**config.mk**
```make
export PLATFORM = sky130hd
export DESIGN_NAME = booth_div_seq
export DESIGN_NICKNAME = d
export VERILOG_FILES = /design/src/rtl/booth_arith_pkg.sv /design/src/rtl/booth_div_step.sv /design/src/rtl/booth_div_seq.sv
export SDC_FILE = /design/constraint.sdc
export NUM_CORES = 1
export LEC_CHECK = 0
export ABC_AREA = 1
export CAP_MARGIN = 20
export CORE_UTILIZATION = 43
export CTS_CLUSTER_SIZE = 14
export DETAILED_ROUTE_END_ITERATION = 12
export PLACE_DENSITY_LB_ADDON = 0.12
export SYNTH_ARGS = -nofsm -noshare
export SYNTH_HDL_FRONTEND = slang
export SYNTH_SLANG_ARGS = --single-unit
```
**constraint.sdc**
```tcl
create_clock -name clk -period 2.4 [get_ports clk]
set_input_delay 0.48 -clock clk [delete_from_list [all_inputs] [get_ports clk]]
set_output_delay 0.48 -clock clk [all_outputs]
set_load 0.005 [all_outputs]
```
**src/rtl/booth_arith_pkg.sv**
```systemverilog
// Shared arithmetic definitions for the Booth multiplier and the sequential divider.
// Holds the FSM state encoding, the operand-width default and a wide negation helper.
package booth_arith_pkg;

  localparam int unsigned TamDefault = 16;
  localparam int unsigned NegMaxW    = 64;

  typedef enum logic [1:0] {
    IDLE,
    CALC,
    SIGN
  } state_e;

  // Caller sign-extends into NegMaxW bits; the extra MSB keeps the most negative value exact.
  function automatic logic [NegMaxW:0] neg_ext(input logic signed [NegMaxW-1:0] val);
    return -{val[NegMaxW-1], val};
  endfunction

endpackage

```
**src/rtl/booth_div_step.sv**
```systemverilog
// One restoring-division step: shift {rem, quo} left, trial-subtract the divisor, select.
module booth_div_step #(
  parameter int unsigned TAM = 16
) (
  input  logic [TAM-1:0] rem,
  input  logic [TAM-1:0] quo,
  input  logic [TAM-1:0] dmag,
  output logic [TAM-1:0] rem_next,
  output logic [TAM-1:0] quo_next
);

  logic [TAM:0]   shifted;
  logic [TAM+1:0] trial;
  logic           unused_trial;

  always_comb begin
    shifted = {rem, quo[TAM-1]};
    trial   = {1'b0, shifted} - {2'b00, dmag};
    if (!trial[TAM+1]) begin
      rem_next = trial[TAM-1:0];
      quo_next = {quo[TAM-2:0], 1'b1};
    end else begin
      rem_next = shifted[TAM-1:0];
      quo_next = {quo[TAM-2:0], 1'b0};
    end
  end

  // Bit TAM of a successful trial is zero whenever the quotient fits.
  assign unused_trial = trial[TAM];

endmodule

```
**src/rtl/booth_div_seq.sv**
```systemverilog
// Sequential signed divider: 2*TAM-bit dividend by TAM-bit divisor, one quotient bit per clock,
// truncating toward zero, with divide-by-zero and quotient-overflow flags.
module booth_div_seq
  import booth_arith_pkg::*;
#(
  parameter int unsigned TAM = TamDefault
) (
  input  logic             clk,
  input  logic             rst_n,
  input  logic             start,
  input  logic [2*TAM-1:0] N,
  input  logic [TAM-1:0]   D,
  output logic [TAM-1:0]   Q,
  output logic [TAM-1:0]   R,
  output logic             busy,
  output logic             done,
  output logic             dz,
  output logic             ovf
);

  localparam int unsigned    CntW     = $clog2(TAM + 1);
  localparam logic [CntW-1:0] LastStep = CntW'(TAM - 1);
  localparam logic [TAM-1:0]  MinMag   = {1'b1, {(TAM-1){1'b0}}};

  state_e          state;
  logic [CntW-1:0] count;
  logic [TAM-1:0]  rem, quo, dmag, n_lo;
  logic            sn, sd, dz_i, ovf_u;

  logic [NegMaxW:0]  n_neg, d_neg;
  logic [2*TAM-1:0]  n_mag;
  logic [TAM-1:0]    d_mag;
  logic              unused_neg;
  logic [TAM-1:0]    rem_nxt, quo_nxt;
  logic              q_neg, ovf_calc;
  logic [TAM-1:0]    q_signed, r_signed;

  assign n_neg      = neg_ext(NegMaxW'($signed(N)));
  assign d_neg      = neg_ext(NegMaxW'($signed(D)));
  assign n_mag      = N[2*TAM-1] ? n_neg[2*TAM-1:0] : N;
  assign d_mag      = D[TAM-1] ? d_neg[TAM-1:0] : D;
  assign unused_neg = ^{n_neg[NegMaxW:2*TAM], d_neg[NegMaxW:TAM]};

  booth_div_step #(
    .TAM(TAM)
  ) u_step (
    .rem     (rem),
    .quo     (quo),
    .dmag    (dmag),
    .rem_next(rem_nxt),
    .quo_next(quo_nxt)
  );

  // A negative quotient may reach magnitude 2^(TAM-1); a positive one may not.
  always_comb begin
    q_neg    = sn ^ sd;
    q_signed = q_neg ? -quo : quo;
    r_signed = sn ? -rem : rem;
    ovf_calc = ovf_u | (!q_neg & quo[TAM-1]) | (q_neg & (quo > MinMag));
  end

  always_ff @(posedge clk or negedge rst_n) begin
    if (!rst_n) begin
      state <= IDLE;
      count <= '0;
      rem   <= '0;
      quo   <= '0;
      dmag  <= '0;
      n_lo  <= '0;
      sn    <= 1'b0;
      sd    <= 1'b0;
      dz_i  <= 1'b0;
      ovf_u <= 1'b0;
      Q     <= '0;
      R     <= '0;
      busy  <= 1'b0;
      done  <= 1'b0;
      dz    <= 1'b0;
      ovf   <= 1'b0;
    end else begin
      done <= 1'b0;
      case (state)
        IDLE: begin
          if (start) begin
            rem   <= n_mag[2*TAM-1:TAM];
            quo   <= n_mag[TAM-1:0];
            dmag  <= d_mag;
            n_lo  <= N[TAM-1:0];
            sn    <= N[2*TAM-1];
            sd    <= D[TAM-1];
            dz_i  <= (D == '0);
            ovf_u <= (n_mag[2*TAM-1:TAM] >= d_mag);
            count <= '0;
            busy  <= 1'b1;
            state <= CALC;
          end
        end
        CALC: begin
          rem   <= rem_nxt;
          quo   <= quo_nxt;
          count <= count + 1'b1;
          if (count == LastStep) state <= SIGN;
        end
        SIGN: begin
          busy  <= 1'b0;
          done  <= 1'b1;
          state <= IDLE;
          if (dz_i) begin
            Q   <= '1;
            R   <= n_lo;
            dz  <= 1'b1;
            ovf <= 1'b0;
          end else if (ovf_calc) begin
            Q   <= '1;
            R   <= '0;
            dz  <= 1'b0;
            ovf <= 1'b1;
          end else begin
            Q   <= q_signed;
            R   <= r_signed;
            dz  <= 1'b0;
            ovf <= 1'b0;
          end
        end
        default: state <= IDLE;
      endcase
    end
  end

endmodule

```
# Word-level counts from Yosys, hierarchy flattened
# Index checks and enable logic that the tools add are counted.
[word_totals]
input_bits = 51
word_cells = 68
register_bits = 111
output_inout_bits = 36
[op_classes]
addsub = 6
muxes = 25
n_bitwise = 5
order_cmp = 2
reduce_logical = 9
n_eq_ne = 5
[ops]
columns = ["cell", "n"]
rows = [
  ["two-way mux 16 bit", 10],
  ["case mux 16 bit (2 select lines)", 2],
  ["negation 16 bit", 3],
  ["two-way mux 32 bit", 1],
  ["negation 32 bit", 1],
  ["subtractor 17 x 16 -> 18 bit", 1],
  [">= comparator 16 bit", 1],
  ["> comparator 16 bit, second input constant", 1],
  ["logical NOT 16 bit", 1],
  ["case mux 5 bit (2 select lines)", 1],
  ["AND reduction 2 bit", 4],
  ["two-way mux 1 bit", 6],
  ["adder 5 x 1 -> 5 bit, second input constant", 1],
  ["== test 5 x 4 -> 1 bit, second input constant", 1],
  ["two-way mux 5 bit", 1],
  ["two-way mux 2 bit", 2],
  ["inequality test 2 bit, second input constant", 2],
  ["case mux 2 bit (2 select lines)", 1],
  ["nonzero test 2 bit", 2],
  ["bitwise AND 1 bit", 2],
  ["== test 2 x 1 -> 1 bit, second input constant", 1],
  ["== test 2 bit, second input constant", 1],
  ["logical NOT 2 bit", 1],
  ["OR 1 bit", 2],
  ["other kinds (3)", 3],
]

# Depth between registers and ports, before layout
# Gate-level depths: netlist (run 1).
[logic_depth]
depth_word = 7
mapped_depth = 19

# By module
# Synthesis (run 1) repeated with hierarchy kept, for this count alone.
[unflattened]
hier_cells = 1267
area_unflattened_um2 = 8475.6
[modules_own_cells]
columns = ["module", "cells_each", "area_per_inst_um2", "n_inst", "seq_area_each_um2"]
rows = [
  ["booth_div_seq", 998, 7031.7, 1, 2777.7],
  ["booth_div_step", 269, 1443.9, 1, 0.0],
]

# Worst setup path after synthesis (run 1)
# OpenSTA, ideal clock, no wires.
[synth_timing]
path_type = "input to register"
startpoint = "input D[0]"
endpoint = "register ovf_u"
slack_ns = 0.097
path_buffers = 0
stages = 17
arrival_time_ns = 2.238
cell_sequence = "inv_1 > ha_1 > nand4_1 > nor2_1 > nand3_1 > nand2_1 > xor2_1 > inv_1 > ha_1 > nand2_1 > inv_1 > nand3_1 > nor3_1 > nand3_1 > nand3_1 > nand2_1 > nand2_1"
[synth_via]
elab_chain_len = 3
[synth_rtl]
columns = ["element", "line", "text"]
rows = [
  ["start, declared", "booth_div_seq.sv:12", "input logic [TAM-1:0] D,"],
  ["negation 16 bit", "booth_arith_pkg.sv:16", "return -{val[NegMaxW-1], val};"],
  ["two-way mux 16 bit *", "booth_div_seq.sv:41", "assign d_mag = D[TAM-1] ? d_neg[TAM-1:0] : D;"],
  [">= comparator 16 bit *", "booth_div_seq.sv:92", "ovf_u <= (n_mag[2*TAM-1:TAM] >= d_mag);"],
  ["end signal, assigned", "booth_div_seq.sv:92", ""],
  ["end, declared", "booth_div_seq.sv:28", "logic sn, sd, dz_i, ovf_u;"],
]
# Every way passes the cells marked *; elsewhere a longest branch is shown, timed or not.
# A chain may end at the register's enable or synchronous reset.

# Worst setup path after layout (run 1)
[layout_timing]
startpoint = "input D[12]"
endpoint = "register dz_i"
[layout_via]
elab_chain_len = 1
[layout_rtl]
columns = ["element", "line", "text"]
rows = [
  ["logical NOT 16 bit", "booth_div_seq.sv:91", "dz_i <= (D == '0);"],
  ["end signal, assigned", "booth_div_seq.sv:91", ""],
  ["end, declared", "booth_div_seq.sv:28", ""],
]
# No other way between the ends.

==> summary.md, run 1 <==
| Metric | Value |
|---|---|
| Combinational group share of total power | `0.602` |
| R2R depth | `13` |
| Vias/cell | `5.17` |
| Synth area leader | `dfrtp_1` |
| Crit path DAT | `2.59 ns` |
| #FFs+latches synth | `111` |
| Critical R2R Launch | `quo[15]` |
| Share of cells above drive strength 1 | `0.271` |
| Setup Viol. Count Final | `0` |
| Post-Place Cell Area | `10,400 µm²` |
| GPL Wtd Cong | `0.908` |
| Router iterations before antenna repair | `5` |
| Setup crit start kind | `input pin` |
| DRC | `0` |
| 1st-iter DRT viols | `512` |
| Warnings from Yosys | `0` |
| Final #Nets | `1,526` |
| Post-DRT Antenna Nets | `0` |
| Root buf cell | `clkbuf_16` |
| Clk pin slew, worst setup/hold paths | `0.08 ns` |
| Top cells by area, synth | `dfrtp_1 (34%), nand2_1 (15%), inv_1 (6.9%)` |
| Most frequent cells in the layout | `nand2_1 (297), buf_4 (188), inv_1 (132)` |
| N_diodes | `0` |
| Height of the die | `140 µm` |
| Crit-path max FO | `2` |
| RR Endpoint | `rem[12]` |
| PortBufs | `86` |
| Total die area | `19,600 µm²` |
| Final worst slack | `0.0904 ns` |
| Hold WC Path Type | `input pin to async pin` |
| Initial Util | `0.437` |
| Vias | `8,658` |
| Post-layout util | `0.622` |
| Design Power | `12.0 mW` |
| Pleak | `5.78 nW` |
| Cell Pwr Density | `1030 nW/µm²` |
| Mapped Area | `8180 µm²` |
| Routed len/inst | `16.0 µm` |
| Final instance area | `11,600 µm²` |
| IO Pins | `87` |
| Skew-Pair Late Insertion Delay | `0.36 ns` |
| Max Clk Rate | `0.433 GHz` |
| Antenna violations before repair | `0` |
| P_sw | `5.73 mW` |
| Die Wd | `140 µm` |
| Number of global-route vias before repair | `8,008` |
| Final Max Tran Viols | `0` |
| Sequential share of power | `0.271` |
| Clock sink count | `111` |
| Grt ovf | `0` |
| Largest net degree at the start of global routing | `56` |
| Post-Synthesis Cells | `1,178` |
| Final period util | `0.962` |
| Worst Path Required | `2.68 ns` |
| Worst slew pin tran | `0.656 ns` |
| Setup slack, reg-to-reg | `0.18 ns` |
| DP Wirelength | `20,500 µm` |
| Routed WL | `26,800 µm` |
| Slew HR | `0.562` |
| TritonCTS Buffers | `9` |
| Skew final | `0.0150 ns` |
| Commonest non-fill, non-tap cell in the layout | `nand2_1` |
| Num rows | `50` |
| Sequential-to-total area share from yosys stat | `0.339` |
| GRT Total Usage | `0.273` |
| IR drop worst, VDD | `0.380 mV` |
| Yosys top cell area share | `0.339` |
| Status | `complete, no violations` |
| Hold WS | `0.0819 ns` |
| Layout Cells excl Fill | `1,675` |
| Clock power share | `0.127` |
| Sw Ratio | `0.478` |
| Max cap viols | `0` |
| CTS tree | `built` |
| First-pass GRT wire length | `41,700 µm` |
| Mapped Avg Cell Area | `6.95 µm²` |
| CP Capture Type | `flop` |
| H-tree Lvls | `3` |
| P&R area growth vs syn | `42.3%` |
| Placed insts | `1,625` |
| Setup CP Type | `input pin to flop` |
| Setup_tns | `0 ns` |
| CTS Buffer Depth | `2` |
| Power Internal | `6.27 mW` |
| Hold buffers post-CTS | `0` |
| Core region area | `18,700 µm²` |
| Syn Nets | `1,268` |
| Minimum clock period after layout | `2.31 ns` |
| Worst slack at placement | `-0.758 ns` |
| Final hold vios | `0` |
| Cell variety after synth | `50` |
-- worst max-delay path by stage --
stage,start,end,slack (ns),cells after the start
finish,D[12],dz_i,0.09,16
global placement,D[0],ovf_u,-0.64,18
CTS,N[12],ovf_u,0.001,21
global route,N[15],ovf_u,-0.05,19
detailed placement,D[0],ovf_u,-0.76,16
floorplan,D[0],ovf_u,0.1,17
-- routing by layer --
| metal | track usage | vias up | part of all wire |
|---|---|---|---|
| met5 | 0 | - | 0 |
| met1 | 0.407 | 4073 | 0.48 |
| met4 | 0.0798 | 0 | 0.018 |
| met3 | 0.0318 | 29 | 0.050 |
| met2 | 0.415 | 238 | 0.45 |
| li1 | - | 4318 | - |
-- critical path, cell delays in order --
cell and delay [ns]:
clkdlybuf4s50_1 0.40, inv_1 0.07, nand2_1 0.07, nor2_2 0.13, nand3_2 0.10, buf_4 0.14
buf_4 0.12, buf_4 0.12, buf_4 0.12, buf_4 0.12, buf_4 0.12, buf_4 0.12
buf_4 0.12, buf_4 0.12, buf_4 0.13, o22ai_2 0.09
-- cell families after synthesis --
| kind of cell | share of synthesized area |
|---|---|
| AOI/OAI and AO/OA | 0.128 |
| adders and majority gates | 0.0606 |
| and+or+nand+nor | 0.318 |
| xor gates and xnor gates | 0.0609 |
| DFF | 0.339 |
| buffers and inverters | 0.0927 |
-- sequential cells by signal, summed over array words and instances, names as in the netlist, 2 cells and up --
| signal | count |
|---|---|
| count | 5 |
| n_lo | 16 |
| rem | 16 |
| R | 16 |
| state | 2 |
| Q | 16 |
| quo | 16 |
| dmag | 16 |
-- synth_stat cells (all sizes together) --
master and number:
or2 2, o21bai 5, a22oi 21, o221ai 1, a22o 3, a21oi 35, xnor2 12, and2 3
nor4 1, a21boi 11, o31ai 2, dfrtp 111, ha 38, nand3 114, a31oi 6, nand2 331
nand4 14, nor3 8, inv 153, buf 21, nor2 127, xor2 44, nand3b 5, fa 1
clkbuf 15, o21ai 85, o211ai 6, o22ai 3
-- timing repair --
action / CTS / global route
resized for setup: 116 / 147
buffers inserted: 21 / 13
endpoints found under the setup margin: 1 / 2
pin swaps: 50 / 77
-- power by group through the flow --
| stage | combinational [mW] | sequential, mW | clock (mW) |
|---|---|---|---|
| floorplan | 4.90 | 3.12 | 0 |
| detailed placement | 6.99 | 3.28 | 0 |
| CTS | 7.06 | 3.24 | 1.56 |
| finish | 7.22 | 3.26 | 1.52 |
| global route | 8.13 | 3.33 | 1.63 |
| global placement | 6.88 | 3.26 | 0 |
-- area by class of cell --
cell class | count | area, µm²
clock buffers | 9 | 225
clock inverters | 7 | 77.6
fillers | 1705 | 7060
inverters | 153 | 582
multi-input cells | 878 | 5310
flip-flops and latches | 111 | 2780
well taps | 234 | 293
repair buffers | 283 | 2370
No activity file was read; power rests on OpenSTA's default activity.
==> run 2, diff against run 1 <==
--- a/config.mk
+++ b/config.mk
@@ -7,10 +7,12 @@
 export LEC_CHECK = 0
 export ABC_AREA = 1
 export CAP_MARGIN = 20
+export CORE_MARGIN = 4
 export CORE_UTILIZATION = 43
 export CTS_CLUSTER_SIZE = 14
 export DETAILED_ROUTE_END_ITERATION = 12
 export PLACE_DENSITY_LB_ADDON = 0.12
+export SKIP_LAST_GASP = 1
 export SYNTH_ARGS = -nofsm -noshare
 export SYNTH_HDL_FRONTEND = slang
 export SYNTH_SLANG_ARGS = --single-unit
==> run 2 against run 1 <==
  * The flow now finishes with violations (setup timing)
  * Core utilization hardly changed
  * Design area hardly changed
  * Register-to-register slack better by 0.04 ns
  * Via count is 0.28% higher
  * Routed wire length is 1.7% higher
  * Global-route usage is 2.7 points lower
  * Clock skew is 0.0019 ns lower
  * Maximum frequency is 4.1% lower
  * Clock-buffer cell count stayed put
  * Critical path type unchanged
  * Critical endpoint is now ovf_u
  * Largest cell class unchanged
  * Largest power group unchanged
==> summary.md, run 2 (same netlist as run 1, synthesis figures left out) <==
| Metric | Value |
|---|---|
| Core region area | `18,700 µm² (unchanged)` |
| Worst Path Required | `2.69 ns (about the same)` |
| Setup crit start kind | `input pin` |
| Critical R2R Launch | `rem[10]` |
| Clock power share | `0.123 (-0.004)` |
| FILL cells | `1,689 (-0.94%)` |
| Footprint of the multi-input gates | `5310 µm² (-0.16%)` |
| Crit-path cells | `dlygate4sd2_1 > nor2_2 > inv_2 > nor3_4 > buf_6 > nand3_4 > nand2_2 > xor2_2 > inv_1 > ha_1 > nand2_1 > inv_2 > nand3_4 > nor3_4 > nand3_1 > nand3_2 > nand2_1 > nand2_1` |
| Commonest non-fill, non-tap cell in the layout | `nand2_1` |
| Setup Viol. Count Final | `1 (+1)` |
| M1 GR Usage | `0.368 (-0.0390)` |
| Vias | `8,682 (+0.28%)` |
| IR drop worst, VDD | `0.423 mV (+11%)` |
| Levels on crit path | `18 (+2)` |
| Post-DRT Antenna Nets | `0 (unchanged)` |
| Final instance area | `11,600 µm² (about the same)` |
| Skew final | `0.0131 ns (-0.00188 ns)` |
| Sequential cell area | `2780 µm² (unchanged)` |
| GRT Total Usage | `0.246 (-0.0271)` |
| Most frequent cells in the layout | `nand2_1 (299), buf_4 (193), inv_1 (130)` |
| Sw Ratio | `0.475 (-0.00272)` |
| Worst path max stage delay | `0.29 ns (-0.11 ns)` |
| CTS tree | `built` |
| Cell Pwr Density | `1020 nW/µm² (-1.3%)` |
| Layout Cells excl Fill | `1,679 (+0.24%)` |
| Grt ovf | `0 (unchanged)` |
| Die Wd | `146 µm (+4.3%)` |
| CP dominant cell by count | `nand2_1` |
| Hold WS | `0.481 ns (+0.400 ns)` |
| R2R depth | `9 (-4)` |
| Met3 Track Usage GR | `0.0302 (-0.00159)` |
| Grt met2 use | `0.386 (-0.0284)` |
| Placed insts | `1,620 (-0.31%)` |
| Skew-Pair Late Insertion Delay | `0.36 ns (about the same)` |
| Largest net degree at the start of global routing | `67 (+20%)` |
| RSZ-0062 raised after global routing | `true` |
| Setup CP Type | `input pin to flop` |
| CP Capture Type | `flop` |
| PortBufs | `86 (unchanged)` |
| P&R area growth vs syn | `42.3% (about the same)` |
| Design Power | `11.9 mW (-1.2%)` |
| Max cap viols | `0 (unchanged)` |
| Busiest grt layer | `met2` |
| TritonCTS Buffers | `9 (unchanged)` |
| Combinational group share of total power | `0.603 (about the same)` |
| Vias/cell | `5.17 (about the same)` |
| Total die area | `21,300 µm² (+8.8%)` |
| RR Endpoint | `rem[10]` |
| DP Wirelength | `20,500 µm (+0.29%)` |
| Final hold vios | `0 (unchanged)` |
| Final Max Tran Viols | `0 (unchanged)` |
| Power Internal | `6.22 mW (-0.73%)` |
| Num rows | `50 (unchanged)` |
| Antenna violations before repair | `1 (+1)` |
| Clk pin slew, worst setup/hold paths | `0.08 ns (about the same)` |
| Router iterations before antenna repair | `5 (unchanged)` |
| Number of global-route vias before repair | `8,176 (+2.1%)` |
| Worst Setup SP | `D[7]` |
| CP Buf/Inv Count | `5 (-7)` |
| Share of cells above drive strength 1 | `0.274 (+0.00290)` |
| Top delay family on crit path | `simple AND/OR/NAND/NOR gates` |
| GPL Wtd Cong | `0.945 (+4.1%)` |
| Root buf cell | `clkbuf_16` |
| P_sw | `5.63 mW (-1.8%)` |
| Failing checks | `setup timing` |
| Final period util | `1.00 (+0.0408)` |
| H-tree Lvls | `3 (unchanged)` |
| Sequential share of power | `0.274 (+0.003)` |
| First-pass GRT wire length | `42,600 µm (+2.1%)` |
| Height of the die | `146 µm (+4.3%)` |
| Hold WC Path Type | `flop to flop` |
| Routed len/inst | `16.2 µm (+1.5%)` |
| Hold Path Depth | `2` |
| Crit path DAT | `2.70 ns (+0.11 ns)` |
| Clock sink count | `111 (unchanged)` |
| Final #Nets | `1,530 (+0.26%)` |
| IO Pins | `87 (unchanged)` |
| Slowest-stage cell, CP | `ha_1` |
| Max Clk Rate | `0.415 GHz (-4.1%)` |
| 1st-iter DRT viols | `607 (+19%)` |
| Setup slack, reg-to-reg | `0.22 ns (+0.04 ns)` |
| Routed WL | `27,200 µm (+1.7%)` |
| Minimum clock period after layout | `2.41 ns (+0.0980 ns)` |
| Initial Util | `0.437 (unchanged)` |
| Final worst slack | `-0.00767 ns (-0.0980 ns)` |
| Status | `complete, but fails checks` |
| CP endpoint | `ovf_u` |
| CTS Buffer Depth | `2 (unchanged)` |
| Worst slew pin tran | `0.432 ns (-0.224 ns)` |
| Pleak | `5.74 nW (-0.65%)` |
| DRC | `0 (unchanged)` |
| Slew HR | `0.712 (+0.150)` |
| Crit-path max FO | `2 (unchanged)` |
| Post-Place Cell Area | `10,400 µm² (-0.60%)` |
-- run 2: cell type report --
| cell class | instances | share of cell area |
|---|---|---|
| tap | 234 | 0.0251 |
| antenna | 1 | 0.000215 |
| inverter | 153 | 0.0500 |
| multi-input combinational | 878 | 0.456 |
| sequential | 111 | 0.239 |
| timing repair buffer | 287 | 0.206 |
| clock buffer | 9 | 0.0193 |
| clock inverter | 6 | 0.00494 |
-- run 2: worst min path at each step --
stage / start / end / slack (ns)
final: busy / busy / 0.48
after global routing: n_lo[10] / n_lo[10] / 0.52
after CTS: dz / dz / 0.49
after detailed placement: rst_n / dmag[5] / 0.37
after global placement: rst_n / dmag[5] / 0.37
after floorplan: rst_n / Q[0] / 0.18
-- run 2: through the flow --
step                utilization  setup TNS (ns)  setup WS, ns
finish                    0.623        -0.00767      -0.00767
global route              0.623          -0.168        -0.147
CTS                       0.593               0       0.00392
detailed placement        0.554          -0.885        -0.762
global placement          0.554          -0.664        -0.658
floorplan                     -               0        0.0970
-- run 2: repair_timing --
action / CTS / global route
pin swaps: 58 / 85
endpoints found under the setup margin: 1 / 3
gates resized for setup: 102 / 150
endpoints found under the hold margin: 15 / 0
hold buffers: 1 / 0
setup buffers: 28 / 14
-- run 2: power groups by stage --
stage	Sequential [mW]	Clock, mW	Combinational (mW)
4_1_cts	3.24	1.50	7.01
3_5_place_dp	3.28	0	6.93
6_report	3.24	1.46	7.15
3_3_place_gp	3.26	0	6.83
2_1_floorplan	3.12	0	4.90
5_1_grt	3.34	1.58	8.09
-- run 2: per-layer routing --
metal  share of wire  vias up  wire length [µm]
met5               0        -                 0
met4           0.020        0               553
met3           0.058       42              1590
met1            0.47     4045             12700
met2            0.45      260             12400
li1                -     4335                 -
-- run 2: tightest hold or removal path, stage by stage, from the launching register on --
cell and delay (ns):
dfrtp_1 0.35, nand2_1 0.06, nand2_1 0.05
==> variant: new RTL, flow settings as in run 1 <==
Register the output `R` once more, with the module's reset; this adds one clock of latency there. The other outputs are not delayed to match.
--- a/src/rtl/booth_div_seq.sv
+++ b/src/rtl/booth_div_seq.sv
@@ -23,2 +23,4 @@
   localparam logic [TAM-1:0]  MinMag   = {1'b1, {(TAM-1){1'b0}}};
+
+  logic [TAM-1:0] R_s0;
 
@@ -74,3 +76,3 @@
       Q     <= '0;
-      R     <= '0;
+      R_s0  <= '0;
       busy  <= 1'b0;
@@ -109,3 +111,3 @@
             Q   <= '1;
-            R   <= n_lo;
+            R_s0 <= n_lo;
             dz  <= 1'b1;
@@ -114,3 +116,3 @@
             Q   <= '1;
-            R   <= '0;
+            R_s0 <= '0;
             dz  <= 1'b0;
@@ -119,3 +121,3 @@
             Q   <= q_signed;
-            R   <= r_signed;
+            R_s0 <= r_signed;
             dz  <= 1'b0;
@@ -129,2 +131,10 @@
 
+  always_ff @(posedge clk or negedge rst_n) begin
+    if (!rst_n) begin
+      R <= '0;
+    end else begin
+      R <= R_s0;
+    end
+  end
+
 endmodule
Formal check against the unedited RTL: no difference found for any inputs over 10 cycles, from zero or initial values and one cycle with rst_n low; that may be too few to reach the edited logic, so the function may still have changed.
==> variant against run 1 <==
  * Cell area rose by 4.5%
  * Power increased by 13%
  * Via count rose by 1.4%
  * Area after synthesis grew 4.5%
  * Sequential power grew 8.3%
  * Sequential cell count rose by 16
  * Setup slack worse by 0.060 ns
  * Wire length grew 0.41%
  * Critical path depth down 2
  * Sequential share of layout area rose by 2.3 points
  * Combinational power is 2.9% higher
  * Worst hold slack lost 0.062 ns
  * Critical endpoint is now ovf_u
==> variant: results (changes against run 1) <==
| Metric | Value |
|---|---|
| Internal power | 7.42 mW (was 6.27 mW) |
| Synth top cells by count | 347 x nand2_1, 159 x inv_1, 127 x dfrtp_1, 107 x nand3_1, 103 x nor2_1 (was 325 x nand2_1, 150 x inv_1, 121 x nor2_1, 112 x nand3_1, 111 x dfrtp_1) |
| Hold Slack | 0.0196 ns (was 0.0819 ns) |
| First-pass GRT wire length | 42.9 mm (was 41.7 mm) |
| VDD IR max | 601 uV (was 380 uV) |
| WL met3 | 1.87 mm (was 1.35 mm) |
| Initial antenna violation count | 1 (was 0) |
| Slowest cell delay on critical path | 0.68 ns (was 0.40 ns) |
| Register-to-register setup slack | 0.15 ns (was 0.18 ns) |
| Vias in the first global route | 8279 (was 8008) |
| Leakage | 6.22 nW (was 5.78 nW) |
| Crit path max-delay family | buffers and inverters (unchanged) |
| Final Skew | 0.0132 ns (was 0.0150 ns) |
| CTS buffer count | 17 (was 9) |
| Ys Warns | 0 (unchanged) |
| Largest net degree at the start of global routing | 47 (was 56) |
| Clock Pin Slew Worst Setup and Hold Paths | 0.06 ns (was 0.08 ns) |
| Post-synth cell types | 43 (was 50) |
| Worst-skew pair later-pin latency | 0.43 ns (was 0.36 ns) |
| Fmax | 422 MHz (was 433 MHz) |
| Arr. time, crit path | 2.68 ns (was 2.59 ns) |
| Metal2 WL | 12.1 mm (was 12.0 mm) |
| Via count | 8777 (was 8658) |
| Wire per inst | 15.4 um (was 16.0 um) |
| Post-Syn Nets | 1295 (was 1268) |
| DP Worst Slack | -0.748 ns (was -0.758 ns) |
| Synth area leaders | dfrtp_1 37%, nand2_1 15%, inv_1 7.0% (was dfrtp_1 34%, nand2_1 15%, inv_1 6.9%) |
| Crit-path max FO | 7 (was 2) |
| Layout cells sized above 1 | 24.3% (was 27.1%) |
| Detailed placement HPWL | 20.9 mm (was 20.5 mm) |
| Ys flop type | dfrtp_1 (unchanged) |
| Number of fill cells | 1746 (was 1705) |
| Slowest cell on crit path | clkdlybuf4s50_1 (unchanged) |
| Max transition margin | 58.6% (was 56.2%) |
| GRT Total Usage | 27.5% (was 27.3%) |
| Outcome | completed (unchanged) |
| Total Nets Final | 1561 (was 1526) |
| Port Buffers | 86 (unchanged) |
| Wire length on met1 | 12.4 mm (was 12.9 mm) |
| Max clock buf depth | 2 (unchanged) |
| Proportion of synthesized chip area in sequential cells | 37.2% (was 33.9%) |
| Root Driver | clkbuf_16 (unchanged) |
| First-pass detailed-route iteration total | 6 (was 5) |
| First-iteration detailed-routing DRC count | 620 (was 512) |
| GP Congestion | 0.927 (was 0.908) |
| H-tree levels | 4 (was 3) |
## variant: cell types whose count changed in the layout (fill, tap and decap cells not counted), sizes merged, moves of 7 or more
cell and change:
nand2 +24, inv +18, dfrtp +16, nor2 -16, a22oi -9, dlymetal6s2s +8
dlygate4sd2 -7
## variant: power by group through the flow
stage               Combinational [mW]  Sequential [mW]  Clock [mW]
floorplan                         4.98             3.40           0
global placement                  7.07             3.53           0
detailed placement                7.17             3.55           0
CTS                               7.27             3.52        2.69
global route                      8.44             3.60        2.78
finish                            7.43             3.53        2.65
## variant: cells by family after synthesis
kind of cell               share of synthesized area, %
buffers and inverters                              9.13
and+or+nand+nor                                    30.3
adders and majority gates                          5.79
xor gates and xnor gates                           6.25
DFF                                                37.2
AOI/OAI and AO/OA                                  11.3
## variant: final timing paths
path	from	endpoint	cells past startpoint
min reg2reg	R_s0[8]	R[8]	0
max in group asynchronous	rst_n	quo[1]	2
max	N[31]	ovf_u	14
max reg2reg	rem[3]	rem[11]	11
min	rst_n	R_s0[11]	1
min in group clk	R_s0[8]	R[8]	0
## variant: layer usage
layer | GRT usage, % | vias to the layer above
li1 | - | 4407
met2 | 43.2 | 288
met4 | 7.87 | 0
met5 | 0 | -
met3 | 5.37 | 42
met1 | 38.3 | 4040
## variant: worst register-to-register path: cells and delay by family, from the launching register on
family | cells | cell delay, ns
fa+ha+maj | 1 | 0.42
flops | 1 | 0.46
compound gates | 2 | 0.44
buf+inv | 1 | 0.05
simple gates | 7 | 0.82
## variant: repair_timing
item,4_1_cts,5_1_grt
setup endpoints to repair,1,6
pin swaps,21,53
resized for setup,61,111
buffers inserted,17,14
hold buffers,0,0
## variant: final cells by class
cell class / count / area share, %
clock buffer: 18 / 3.61
clock inverter: 14 / 1.37
inverter: 167 / 5.15
multi-input combinational: 876 / 40.9
sequential: 127 / 26.1
tap: 265 / 2.73
timing repair buffer: 282 / 20.1
## variant: metrics by stage
stage          area, um^2  TNS (ns)  power, mW  util (%)  cells
6_report            12200         0       13.6      62.5   1749
5_1_grt             12200   -0.0997       14.8      62.5   1749
3_3_place_gp        10900     -1.19       10.6      56.0   1686
4_1_cts             11700   -0.0374       13.5      60.3   1735
3_5_place_dp        10900     -1.30       10.7      56.0   1686
2_1_floorplan        8550         0       8.37         -   1205
